## src/rtl/xor_serial_arb_v.sv

```systemverilog
// ---------------------------------------------------------------------------
// xor_serial_arb_v
//
// Two-requester, round-robin arbitrated bit-serial XOR engine. The winning
// requester's operands are captured on the grant edge. They are then pushed
// LSB-first through a single shared 1-bit XOR2 cell, one bit per clock. The
// full result appears after WIDTH shift cycles. One operation completes every
// WIDTH+2 cycles.
//
// Ports
//   i_clk              clock, all state on the rising edge
//   i_rst              synchronous active-high reset
//   i_req0 / i_req1    level requests, held until granted
//   i_a0, i_b0         requester 0 operands
//   i_a1, i_b1         requester 1 operands
//   o_gnt0 / o_gnt1    one-cycle grant pulses (operands captured)
//   o_busy             high while the engine is not idle
//   o_result           A ^ B of the last completed operation (held)
//   o_valid            one-cycle pulse when o_result/o_owner update
//   o_owner            requester index of the last completed operation
// ---------------------------------------------------------------------------

// Team 1-bit XOR2 cell, the only XOR in the datapath.
module XOR2_v (
    input  logic a,
    input  logic b,
    output logic y
);
    assign y = a ^ b;
endmodule

module xor_serial_arb_v #(
    parameter int WIDTH = 8
) (
    input  logic             i_clk,
    input  logic             i_rst,
    input  logic             i_req0,
    input  logic [WIDTH-1:0] i_a0,
    input  logic [WIDTH-1:0] i_b0,
    input  logic             i_req1,
    input  logic [WIDTH-1:0] i_a1,
    input  logic [WIDTH-1:0] i_b1,
    output logic             o_gnt0,
    output logic             o_gnt1,
    output logic             o_busy,
    output logic [WIDTH-1:0] o_result,
    output logic             o_valid,
    output logic             o_owner
);

    localparam int CW = (WIDTH > 1) ? $clog2(WIDTH) : 1;
    localparam logic [CW-1:0] LAST_BIT = CW'(WIDTH - 1);

    typedef enum logic [1:0] {
        IDLE  = 2'd0,
        SHIFT = 2'd1,
        DONE  = 2'd2
    } state_t;

    state_t           state_q, state_d;
    logic [WIDTH-1:0] a_sh_q, a_sh_d;
    logic [WIDTH-1:0] b_sh_q, b_sh_d;
    logic [WIDTH-1:0] acc_q, acc_d;
    logic [WIDTH-1:0] result_q, result_d;
    logic [CW-1:0]    cnt_q, cnt_d;
    logic             last_q, last_d;     // requester served most recently
    logic             cur_q, cur_d;       // requester of the running operation
    logic             owner_q, owner_d;
    logic             gnt0_q, gnt0_d;
    logic             gnt1_q, gnt1_d;
    logic             busy_q, busy_d;
    logic             valid_q, valid_d;

    logic             xor_bit;
    logic             winner;
    logic [WIDTH-1:0] acc_next;

    XOR2_v u_xor2 (
        .a (a_sh_q[0]),
        .b (b_sh_q[0]),
        .y (xor_bit)
    );

    // Result bits enter at the MSB end, so after WIDTH shifts bit 0 of the
    // operands has travelled down to bit 0 of the accumulator.
    generate
        if (WIDTH == 1) begin : g_acc_w1
            assign acc_next = xor_bit;
        end else begin : g_acc_wn
            assign acc_next = {xor_bit, acc_q[WIDTH-1:1]};
        end
    endgenerate

    // On a tie the requester that was not served last wins; a single
    // request always wins.
    assign winner = (i_req0 && i_req1) ? ~last_q : i_req1;

    always_comb begin
        state_d  = state_q;
        a_sh_d   = a_sh_q;
        b_sh_d   = b_sh_q;
        acc_d    = acc_q;
        result_d = result_q;
        cnt_d    = cnt_q;
        last_d   = last_q;
        cur_d    = cur_q;
        owner_d  = owner_q;
        gnt0_d   = 1'b0;
        gnt1_d   = 1'b0;
        valid_d  = 1'b0;

        case (state_q)
            IDLE: begin
                if (i_req0 || i_req1) begin
                    state_d = SHIFT;
                    a_sh_d  = winner ? i_a1 : i_a0;
                    b_sh_d  = winner ? i_b1 : i_b0;
                    cnt_d   = '0;
                    last_d  = winner;
                    cur_d   = winner;
                    gnt0_d  = ~winner;
                    gnt1_d  = winner;
                end
            end
            SHIFT: begin
                acc_d  = acc_next;
                a_sh_d = a_sh_q >> 1;
                b_sh_d = b_sh_q >> 1;
                cnt_d  = cnt_q + CW'(1);
                if (cnt_q == LAST_BIT) begin
                    state_d  = DONE;
                    result_d = acc_next;
                    owner_d  = cur_q;
                    valid_d  = 1'b1;
                end
            end
            DONE: begin
                state_d = IDLE;
            end
            default: begin
                state_d = IDLE;
            end
        endcase

        busy_d = (state_d != IDLE);
    end

    always_ff @(posedge i_clk) begin
        if (i_rst) begin
            state_q  <= IDLE;
            a_sh_q   <= '0;
            b_sh_q   <= '0;
            acc_q    <= '0;
            result_q <= '0;
            cnt_q    <= '0;
            last_q   <= 1'b1;    // requester 0 wins the first tie
            cur_q    <= 1'b0;
            owner_q  <= 1'b0;
            gnt0_q   <= 1'b0;
            gnt1_q   <= 1'b0;
            busy_q   <= 1'b0;
            valid_q  <= 1'b0;
        end else begin
            state_q  <= state_d;
            a_sh_q   <= a_sh_d;
            b_sh_q   <= b_sh_d;
            acc_q    <= acc_d;
            result_q <= result_d;
            cnt_q    <= cnt_d;
            last_q   <= last_d;
            cur_q    <= cur_d;
            owner_q  <= owner_d;
            gnt0_q   <= gnt0_d;
            gnt1_q   <= gnt1_d;
            busy_q   <= busy_d;
            valid_q  <= valid_d;
        end
    end

    assign o_gnt0   = gnt0_q;
    assign o_gnt1   = gnt1_q;
    assign o_busy   = busy_q;
    assign o_result = result_q;
    assign o_valid  = valid_q;
    assign o_owner  = owner_q;

endmodule

```

## config.mk

```make
export PLATFORM = sky130hd
export DESIGN_NAME = xor_serial_arb_v
export DESIGN_NICKNAME = d
export VERILOG_FILES = /design/src/rtl/xor_serial_arb_v.sv
export SDC_FILE = /design/constraint.sdc
export NUM_CORES = 1
export LEC_CHECK = 0
export CELL_PAD_IN_SITES_DETAIL_PLACEMENT = 1
export CELL_PAD_IN_SITES_GLOBAL_PLACEMENT = 1
export CORE_MARGIN = 10
export CORE_UTILIZATION = 25
export DETAILED_ROUTE_END_ITERATION = 8
export GPL_TIMING_DRIVEN = 0
export PLACE_DENSITY = 0.6
export SLEW_MARGIN = 20
export SYNTH_ARGS = -nofsm -noshare
export SYNTH_HDL_FRONTEND = slang
export SYNTH_SLANG_ARGS = --single-unit
```

## constraint.sdc

```tcl
create_clock -name i_clk -period 2.55 [get_ports i_clk]
set_input_delay 0.765 -clock i_clk [delete_from_list [all_inputs] [get_ports i_clk]]
set_output_delay 0.765 -clock i_clk [all_outputs]
set_load 0.05 [all_outputs]
```

# --- Yosys cells after proc, flatten, opt, wreduce, memory -nomap -nowiden ---
# Cells that the tools add are included.
# W data, S select, Z words.
totals:
  ff_bits: 44
  latchBits: 0
  ram_bits: 0
  rom_bits: 0
  in_bits: 36
  output_inout_bits: 13
  wordCells: 46
  mem_count: 0
classes:
  n_addsub: 1
  mul: 0
  n_div: 0
  magnitude_cmp: 0
  eq_ne: 3
  shifts: 0
  mux: 13
  bitwise: 6
  n_reduce_logical: 10
op_table:
  columns: ["op", "n"]
  rows:
  - ["$mux W8", 4]
  - ["$pmux W8 S2", 2]
  - ["$pmux W3 S2", 1]
  - ["$reduce_and A2 Y1", 3]
  - ["$not A1 Y1", 5]
  - ["$mux W2", 2]
  - ["$pmux W2 S2", 1]
  - ["$reduce_bool A2 Y1", 2]
  - ["$add A3 B1 Y3 const B", 1]
  - ["$eq A3 B3 Y1 const B", 1]
  - ["$mux W3", 1]
  - ["$reduce_or A3 Y1", 1]
  - ["$eq A2 B1 Y1 const B", 1]
  - ["$logic_not A2 Y1", 1]
  - ["$mux W1", 2]
  - ["$ne A2 B2 Y1 const B", 1]
  - ["$reduce_or A2 Y1", 1]
  - ["$logic_and A1 B1 Y1", 1]
  - ["$logic_or A1 B1 Y1", 1]
  - ["$xor A1 B1 Y1", 1]

# --- Longest topological paths before layout ---
# Gate-level depths: netlist of the first run.
depth:
  ltp_word: 5
  mapped_depth: 5
  ltp_nobuf: 5

# --- By module ---
# From an unflattened synthesis of the first run, not the netlist that was laid out.
unflattened:
  hier_cells: 221
  area_unflattened_um2: 1994.4
by_module_without_submodules:
  columns: ["module", "instances", "cells_each", "area_each_um2", "seq_area_each_um2"]
  rows:
  - ["xor_serial_arb_v", 1, 220, 1985.7, 860.8]
  - ["XOR2_v", 1, 1, 8.8, 0.0]

# --- Worst setup path after synthesis of the first run ---
# OpenSTA, ideal clock, no wires.
synth_timing:
  kind: "input-to-reg"
  startpoint: "input i_rst"
  endpoint: "register a_sh_q[5]"
  setup_ps: 75
  arrival_time_ps: 1713
  t_required_ps: 2475
  setup_slack_ps: 762
  path_stages: 5
  path_buffers: 3
  cell_sequence: "clkbuf_1 > or4_1 > buf_2 > buf_6 > o22ai_1"
synth_lines:
  columns: ["element", "line_no", "rtl"]
  rows:
  - ["start: declaration", "36", "input logic i_rst,"]
  - ["end signal: assignment", "165", "a_sh_q <= a_sh_d;"]
  - ["end: declaration", "61", "logic [WIDTH-1:0] a_sh_q, a_sh_d;"]

# --- Final worst setup path of the first run ---
layout_timing:
  startpoint: "register result_q[7], in the netlist o_result[7]"
  endpoint: "output o_result[7]"
layout_lines:
  columns: ["element", "line_no", "rtl"]
  rows:
  - ["start: declaration", "64", "logic [WIDTH-1:0] result_q, result_d;"]
  - ["start signal: assignment", "168", "result_q <= result_d;"]
  - ["end: declaration", "46", "output logic [WIDTH-1:0] o_result,"]
# No word-level cell between the ends.

==> results.txt, run 1 <==
The flow ran to the end, and the final reports show no timing, DRC or antenna violations. The register clock-pin slew on the reported worst setup and hold paths is about 0.080 ns. At the pin with the least slew margin, the transition time is 0.5619 ns. Measured in cells, the most critical reg-to-reg path has a length of 5.

Compared with the post-synthesis result, the final layout area differs by 35.75%. Of the post-synthesis cell area, the dominant cell type holds 0.4300. The final period demand of the worst path is 2.233 ns. Input and output buffers added on the ports amount to 47. Across all setup checks in the final design, the least slack found is between 0.3 and 0.4 ns. Adding up every negative setup slack in the final design gives 0 ns. The destination of the worst hold path is o_result[2]. The number of different library cells used by synthesis comes to 35.

The worst-case headroom to the max-slew limit came out at 0.6234. The startpoint identified for the worst hold timing path is o_result[2]. The count of boundary I/O pins is 49. The number of gates given a new drive strength after cts is 0.

The number of detailed-routing iterations run before antenna repair is 4. The hold violation total from the final report came to 0. The setup path with the least slack is of type flop to primary output. The number of synthesis warnings came out at 0. The H-tree depth reported by CTS came out at 2. The setup violation total in the final timing report came out at 0.

The final core utilization is 0.3499. The floorplan die width is 109.5 microns. STA classifies the critical path endpoint as a primary output.

Before CTS, the worst setup slack after placement is 0.07640 ns. The number of setup buffers added after CTS came out at 0. The endpoint of the most critical register-to-register path is b_sh_q[5]. The aggregate routed wire length is around 5800 microns. After detailed routing, the average wire length per cell comes to roughly 15 microns. The buffer depth of the longest clock path came out at 2.

The count of inserted antenna diode cells came out at 0. Among all flip-flop cells after synthesis, the most frequent one is dfxtp_1. After floorplanning, the core was sized to cover between 7000 and 8000 sq um. The sequential cell area came out at about 860 sq um. Counting both buffers and inverters, the worst setup path holds a total of 1. The number of nets handed over by synthesis was roughly 260.

The cell depth of the worst hold path came out at 2. In the routed design, unresolved DRC markers number 0. The register area share after synthesis came out at 0.4300. The number of max-capacitance violations reported came out at 0. STA puts the critical path data required time at 1.79 ns. Of the total power, the share spent switching nets is 0.2520.

The critical path arrival came out at 1.47 ns. The number of storage elements in the synthesis netlist is 43. For this design the ratio of total power to cell area is roughly 560 nW/um^2. The wire length of the first global-routing pass came out at 9556 microns. The floorplan row count is 32. The initial antenna violation count came out at 0. The post-route clock skew is between 0.005 and 0.006 ns.

The max-slew violation count is 0. Of all flip-flops after synthesis, the portion carrying an async set or reset was 0. Setup repair after global routing left no endpoint under its margin.

The area after detailed placement is between 2000 and 3000 sq um. The cell count after synthesis came out at 220. The vertical die dimension came out at roughly 110 microns. The post-detailed-route via-to-cell ratio came out at between 4 and 5. The switching power came out at 0.3834 mW. Static timing analysis puts the maximum clock frequency at 447.8 MHz. Routability-driven placement finished with a final weighted congestion of roughly 0.76. The latest clock arrival within the worst-skew pair came out at approximately 0.30 ns. The maximum vdd drop came out at between 0.15 and 0.2 mV. TritonCTS built the clock tree. In the post-synthesis netlist, the cell with the most instances is dfxtp_1. The share of total power dissipated in sequential elements is 0.478. The slowest stage of the critical path belongs to the cell clkdlybuf4s50_1. The worst setup path is launched from a flop. Broken down by cell family, the worst path's largest delay share belongs to buffers and inverters. The average cell area after synthesis is between 9 and 10 sq um. The footprint of the multi-input gates came out at roughly 1000 sq um. The largest fanout on the critical path came out at 2. For this design, the CTS-stage hold fixing added 0 buffers.

By count the netlist is led by 43 x dfxtp_1, 23 x nand2_1, 20 x a21oi_1, 16 x mux2i_1, 15 x a211oi_1. The count of nets left with antenna violations once routing finished came out at 0. The number of global-route vias before repair came out at between 1500 and 2000. The area of the mapped netlist came out at roughly 2000 sq um. The hold slack is 0.4597 ns. The stage delay of the slowest cell on the critical path is roughly 0.81 ns. The power share of the clock group is 0.373. The final period utilization came out at 0.8758. The number of buffers created by CTS came out at 5. The share of total power dissipated in combinational logic is 0.149.

For this configuration, the core starts out at a cell density of 0.2577. The placed wire-length estimate after detailed placement came out at 4279 microns. dfxtp_1 takes more of the synthesized area than any other cell. The total placed cells including tap cells came out at approximately 370. The maximum number of pins on one net before global-route repair came out at 14. The number of sinks handled by clock tree synthesis is 43.

For this run, the total global-route usage over all layers was measured as 0.1001. In this run, synthesis inferred 0 flip-flops with an integrated enable. The iteration-0 DRC count of the detailed router is 91.

The post-layout total power came out at around 1.5 mW. The layout net count is 313. In this run the clock root is driven by a clkbuf_8.

Of the cells placed in the final design, the portion with a size suffix greater than 1 is 0.08000. The total via count after detailed routing is roughly 1800. The total grt overflow is 0.

Walking the worst path, the cells encountered are clkdlybuf4s50_1. The design internal power came out at 1.138 mW. The area enclosed by the die boundary is 11990 sq um. By area the synthesized netlist is led by dfxtp_1 43%, mux2i_1 8.0%, and3b_1 6.1%, a211oi_1 5.6%, a21oi_1 5.0%. In this run the critical register-to-register path is launched from state_q[1].

The final non-filler cell total came out at 377. Fill cells in the final layout number 906. The min-delay analysis places its worst path in the category flop to flop. After routing the design area is between 2000 and 3000 sq um. The leakage power is 1.019 nW. The setup check on the worst reg-to-reg path leaves a slack of just over 0.9 ns.
worst max path at each step:
stage,start,to,slack [ns],cells after the start
3_5_place_dp,i_req1,b_sh_q[7],0.08,6
6_report,o_result[7],o_result[7],0.32,1
4_1_cts,o_result[7],o_result[7],0.29,1
2_1_floorplan,i_rst,a_sh_q[5],0.76,5
5_1_grt,i_req1,b_sh_q[5],0.28,6
3_3_place_gp,i_req1,b_sh_q[7],0.08,5
registers in the layout, indices dropped and copies added (netlist names):
name	flops
b_sh_q	8
cur_q	1
o_result	8
state_q	2
a_sh_q	8
cnt_q	3
o_busy	1
o_gnt1	1
o_valid	1
last_q	1
o_gnt0	1
o_owner	1
acc_q	7
routing by layer:
metal,vias up,global-route usage,wire [microns]
met3,7,0.02048,198
met5,-,0,0
met4,0,0.03903,89
met1,874,0.1233,2694
li1,904,-,-
met2,24,0.1674,2800
worst register-to-register path, cell delays in order, from the launching register on:
cell	delay (ns)
dfxtp_1	0.35
buf_2	0.20
clkbuf_1	0.40
and3b_1	0.23
a211oi_1	0.21
o22ai_1	0.12
cells in the final DEF (no fill, tap or decap):
master           Yosys  routed
o32ai_1              2       2
o22ai_1             14      14
nor3_1               1       1
or3_1                1       1
nand2_1             23      23
clkinv_2             0       1
buf_2                9       9
nor3b_1              1       1
buf_6                2       2
a21oi_1             20      20
o21ai_1              1       1
nor2b_1              1       1
o21ai_0              3       3
ha_1                 3       3
o31a_1               1       1
mux2i_1             16      16
dfxtp_1             43      43
and3b_1             14      14
a311oi_1             1       1
o21ba_1              1       1
nand2b_1             2       2
nor3_2               1       1
xnor2_1              1       1
a211oi_1            15      15
and2_1              14      14
nor4b_2              1       1
clkbuf_1             8       8
inv_1                3       3
buf_4                1       1
bufinv_16            0       1
and2b_1              1       1
a211o_1              1       1
clkdlybuf4s50_1      0      47
nand3b_1             1       1
nor2_1               4       4
nand3_1              8       8
or4_1                1       1
a21boi_1             1       1
clkbuf_8             0       6
kinds of logic (layout without fill, tap and decap cells):
logic type | count (synthesis) | in the layout | share of synthesized area
compound gates | 60 | 60 | 0.1906
xor+xnor | 1 | 1 | 0.004376
fa+ha+maj | 3 | 3 | 0.01875
buf+inv | 23 | 78 | 0.05812
flops | 43 | 43 | 0.4300
mux | 16 | 16 | 0.08000
simple gates | 74 | 74 | 0.2181
layout make-up:
cell class / count / share of cell area
repair buffers: 47 / 0.1731
well taps: 102 / 0.04696
multi-input cells: 154 / 0.3771
flip-flops and latches: 43 / 0.3168
inverters: 3 / 0.004144
clock inverters: 2 / 0.01289
clock buffers: 6 / 0.03039
plain buffers: 20 / 0.03867
power groups by stage:
stage | combinational [mW] | clock (mW) | sequential, mW
6_report | 0.227 | 0.567 | 0.727
5_1_grt | 0.251 | 0.602 | 0.732
4_1_cts | 0.230 | 0.583 | 0.728
3_5_place_dp | 0.229 | 0 | 0.744
3_3_place_gp | 0.228 | 0 | 0.742
2_1_floorplan | 0.121 | 0 | 0.749
Note: power is estimated with default switching activity, not from simulation.
==> run 2, diff against run 1 <==
Settings changed: SKIP_LAST_GASP set to 1.
==> results of run 2 <==
Final layout, timing and power as in run 1 (identical DEF).
==> run 3, diff against run 2 <==
Settings changed: SYNTH_HIERARCHICAL set to 1.
==> run 3 against run 2 <==
Effect of this change:
- worst hold slack hardly changed
- combinational power hardly changed
- sequential cell count stayed put
- global-route usage is 0.24 points higher
- sequential share of layout area is 0.26 points higher
- clock-buffer cell count stayed put
- die area is 0.31% lower
- non-clock buffer count stayed put
- final area is 0.83% lower
- register-to-register slack worse by 0.12 ns
- synthesized cell count is 0.45% higher
- worst setup slack better by 0.024 ns
==> results.txt, run 3 <==
The run finished with clean final reports. The post-synthesis net count came to 260 (+0.39%). The power per standard cell area is 546.1 nW/um^2 (-2.5%).

The number of gates given a new drive strength after cts is 0 (unchanged). The register clock-pin slew on the reported worst setup and hold paths is 0.08 ns (about the same). In the layout the commonest cells are 47 x clkdlybuf4s50_1, 43 x dfxtp_1, 26 x nand2_1. The floorplan row count came out at 32 (unchanged). The total placed cells including tap cells came to 370 (+0.27%). In this run the clock root is driven by a clkbuf_8. The number of cells on the critical path came out at 1 (unchanged). The footprint of the multi-input gates is 1018 sq um (-0.61%). The area after detailed placement was 2592 sq um (-0.29%). The fraction of layout cells with a size suffix above 1 came out at 0.06909 (-0.01091). The final period demand of the worst path came to 2.210 ns (-0.02365 ns). The number of buffers created by CTS was 5 (unchanged). The max-slew violation count came out at 0 (unchanged). The number of synthesis warnings came out at 6 (+6). The final instance area came out at 2695 sq um (-0.83%).

The all-layer global routing usage came out at 0.1025 (+0.002421). Relative to the synthesized area, the layout overhead comes to 35.13%. The latest clock arrival within the worst-skew pair came out at 0.29 ns (about the same). The worst-case headroom to the max-slew limit is 0.6376 (+0.01424). The initial cell density of the core came to 0.2581 (+0.0003639). The register area share after synthesis is 0.4316 (+0.001619).

The number of input and output port buffers inserted was 47 (unchanged). The cell depth of the worst hold path came out at 2 (unchanged). On the critical path, the stage with the largest delay is an instance of clkdlybuf4s50_1.

The buffer depth of the longest clock path came to 2 (unchanged). The routing usage on met3 came to 0.02048 (unchanged). The global placement routability congestion is 0.7533 (-0.23%). The actual transition at the worst max-transition pin was 0.5406 ns (-0.02124 ns). The buffer and inverter count on the worst path is 1 (unchanged). dfxtp_1 is the most common cell in the netlist.

The share of synthesized flip-flops with an asynchronous set or reset came out at 0 (unchanged). The count of inserted antenna diode cells came out at 0 (unchanged). The area enclosed by the die boundary is 11950 sq um (-0.31%). The worst-case reg-to-reg path depth came out at 5 (unchanged). The maximum vdd drop came out at 0.2124 mV (+8.2%).

The area inside the core boundary came out at 7727 sq um (-0.52%). The met2 track demand over resource came to 0.1765 (+0.009145). The maximum number of pins on one net before global-route repair is 13 (-1). The DRC violations left is 0 (unchanged). The placed wire-length estimate after detailed placement came out at 4233 microns (-1.1%). The H-tree depth reported by CTS came out at 2 (unchanged). The nature of the critical path endpoint is a primary output.

The number of distinct standard cells referenced by the synthesized netlist is 33 (-5.7%). The setup violation total in the final timing report is 0 (unchanged). The path class of the lowest-slack min-delay path is flop to flop. The peak clock frequency supported by timing came out at 452.6 MHz (+1.1%). The library cell used most frequently in the layout, excluding fill and tap cells, is clkdlybuf4s50_1. The post-layout total power is 1.472 mW (-3.3%).

For this run, the leading register cell type out of synthesis is dfxtp_1. The total via count after detailed routing came out at 1799 (-0.55%). The floorplan die width came to 109.3 microns (-0.16%). The largest fanout on the critical path is 2 (unchanged). The critical path arrival was 1.44 ns (-0.03 ns). The cell count after synthesis is 221 (+0.45%).

The number of storage elements in the synthesis netlist is 43 (unchanged). The global-route met1 utilization is 0.1239 (+0.0005987). The number of enable flip-flop cells after synthesis came out at 0 (unchanged). The dominant delay contributor by cell family on the critical path is buffers and inverters. The hold violation total from the final report was 0 (unchanged). The data required time of the worst path is 1.79 ns (about the same).

The aggregate routed wire length came out at 5743 microns (-0.69%). The area fraction of the dominant cell type after synthesis was 0.4316 (+0.001619). The number of detailed-routing iterations run before antenna repair came out at 4 (unchanged). The post-detailed-route via-to-cell ratio came out at 4.772 (-0.55%).

The sequential cell area is 860.8 sq um (unchanged). Counting instances in the post-synthesis netlist gives the leading cell types as 43 x dfxtp_1, 26 x nand2_1, 20 x a21oi_1, 16 x mux2i_1, 15 x a211oi_1. The kind of critical path is flop to primary output.

The iteration-0 DRC count of the detailed router came out at 73 (-20%). The fill cell total of the finished layout came out at 920 (+1.5%). The post-route clock skew is 0.008070 ns (+0.002917 ns). The mean routed wirelength per cell is 15.23 microns (-0.69%). The final non-filler cell total came to 377 (unchanged). Setup repair after global routing left no endpoint under its margin. The total grt overflow is 0 (unchanged).

The hold buffer count at cts is 0 (unchanged). The leakage power came to 1.000 nW (-1.8%). The hold slack is 0.4597 ns (+0.00003700 ns). The layout net count came to 314 (+0.32%).

Sorting the synthesized cells by area gives the leading types as dfxtp_1 43%, mux2i_1 8.0%, and3b_1 6.1%, a211oi_1 5.6%, a21oi_1 5.0%. Walking the worst path, the cells encountered are clkdlybuf4s50_1. The biggest area contributor in the post-synthesis netlist is dfxtp_1. The vertical die dimension came out at 109.3 microns (-0.16%). The final period utilization was 0.8665 (-0.009273). The average cell area after synthesis is 9.024 sq um (-0.83%). The number of max-capacitance violations reported came out at 0 (unchanged).

The initial antenna violation count is 0 (unchanged). The number of global-route vias before repair came to 1935 (+4.2%). TritonCTS built the clock tree.

The number of sinks handled by clock tree synthesis is 43 (unchanged). The nature of the critical path startpoint is a flop. The area of the mapped netlist came out at 1994 sq um (-0.37%). The number of setup buffers added after CTS is 0 (unchanged). After global routing, the most crowded layer is met2.

The setup TNS is 0 ns (unchanged). The wire length of the first global-routing pass came out at 9825 microns (+2.8%). The number of routed nets with antenna violations is 0 (unchanged). The stage delay of the slowest cell on the critical path came to 0.81 ns (about the same). The count of boundary I/O pins is 49 (unchanged).
==> run 3: cell type report <==
type / instances / share of cell area
multi-input combinational: 155 / 0.3779
sequential: 43 / 0.3194
timing repair buffer: 47 / 0.1746
tap: 102 / 0.04735
buffer: 20 / 0.03853
clock buffer: 6 / 0.02693
clock inverter: 1 / 0.01114
inverter: 3 / 0.004178
==> run 3: path summary, 6_finish.rpt <==
kind,to,slack (ns),from
hold / removal,o_result[4],0.46,o_result[4]
hold reg to reg,o_result[4],0.46,o_result[4]
setup reg to reg,o_result[3],0.79,state_q[1]
setup / recovery,o_result[7],0.34,o_result[7]
==> run 3: per-stage QoR <==
| step | setup slack (ns) | utilization |
|---|---|---|
| 5_1_grt | 0.2551 | 0.3488 |
| 4_1_cts | 0.3098 | 0.3488 |
| 3_5_place_dp | 0.03481 | 0.3355 |
| 2_1_floorplan | 0.7736 | - |
| 3_3_place_gp | 0.08968 | 0.3355 |
| 6_report | 0.3404 | 0.3488 |
==> run 3: power breakdown <==
part | internal, mW | switching [mW] | total [mW] | leakage (nW)
combinational | 0.115 | 0.109 | 0.224 | 0.598
clock | 0.287 | 0.232 | 0.519 | 0.0513
sequential | 0.706 | 0.0222 | 0.728 | 0.351
total | 1.11 | 0.364 | 1.47 | 1.00
==> run 3: cells by family after synthesis <==
group	share of synthesized area
simple gates	0.2227
mux	0.08030
buf+inv	0.05771
flops	0.4316
xor+xnor	0.004392
compound gates	0.1844
fa+ha+maj	0.01882
==> run 3: metal layers <==
layer	up-vias	wire (microns)
met4	0	89
met5	-	0
li1	893	-
met3	6	120
met1	878	2688
met2	22	2845
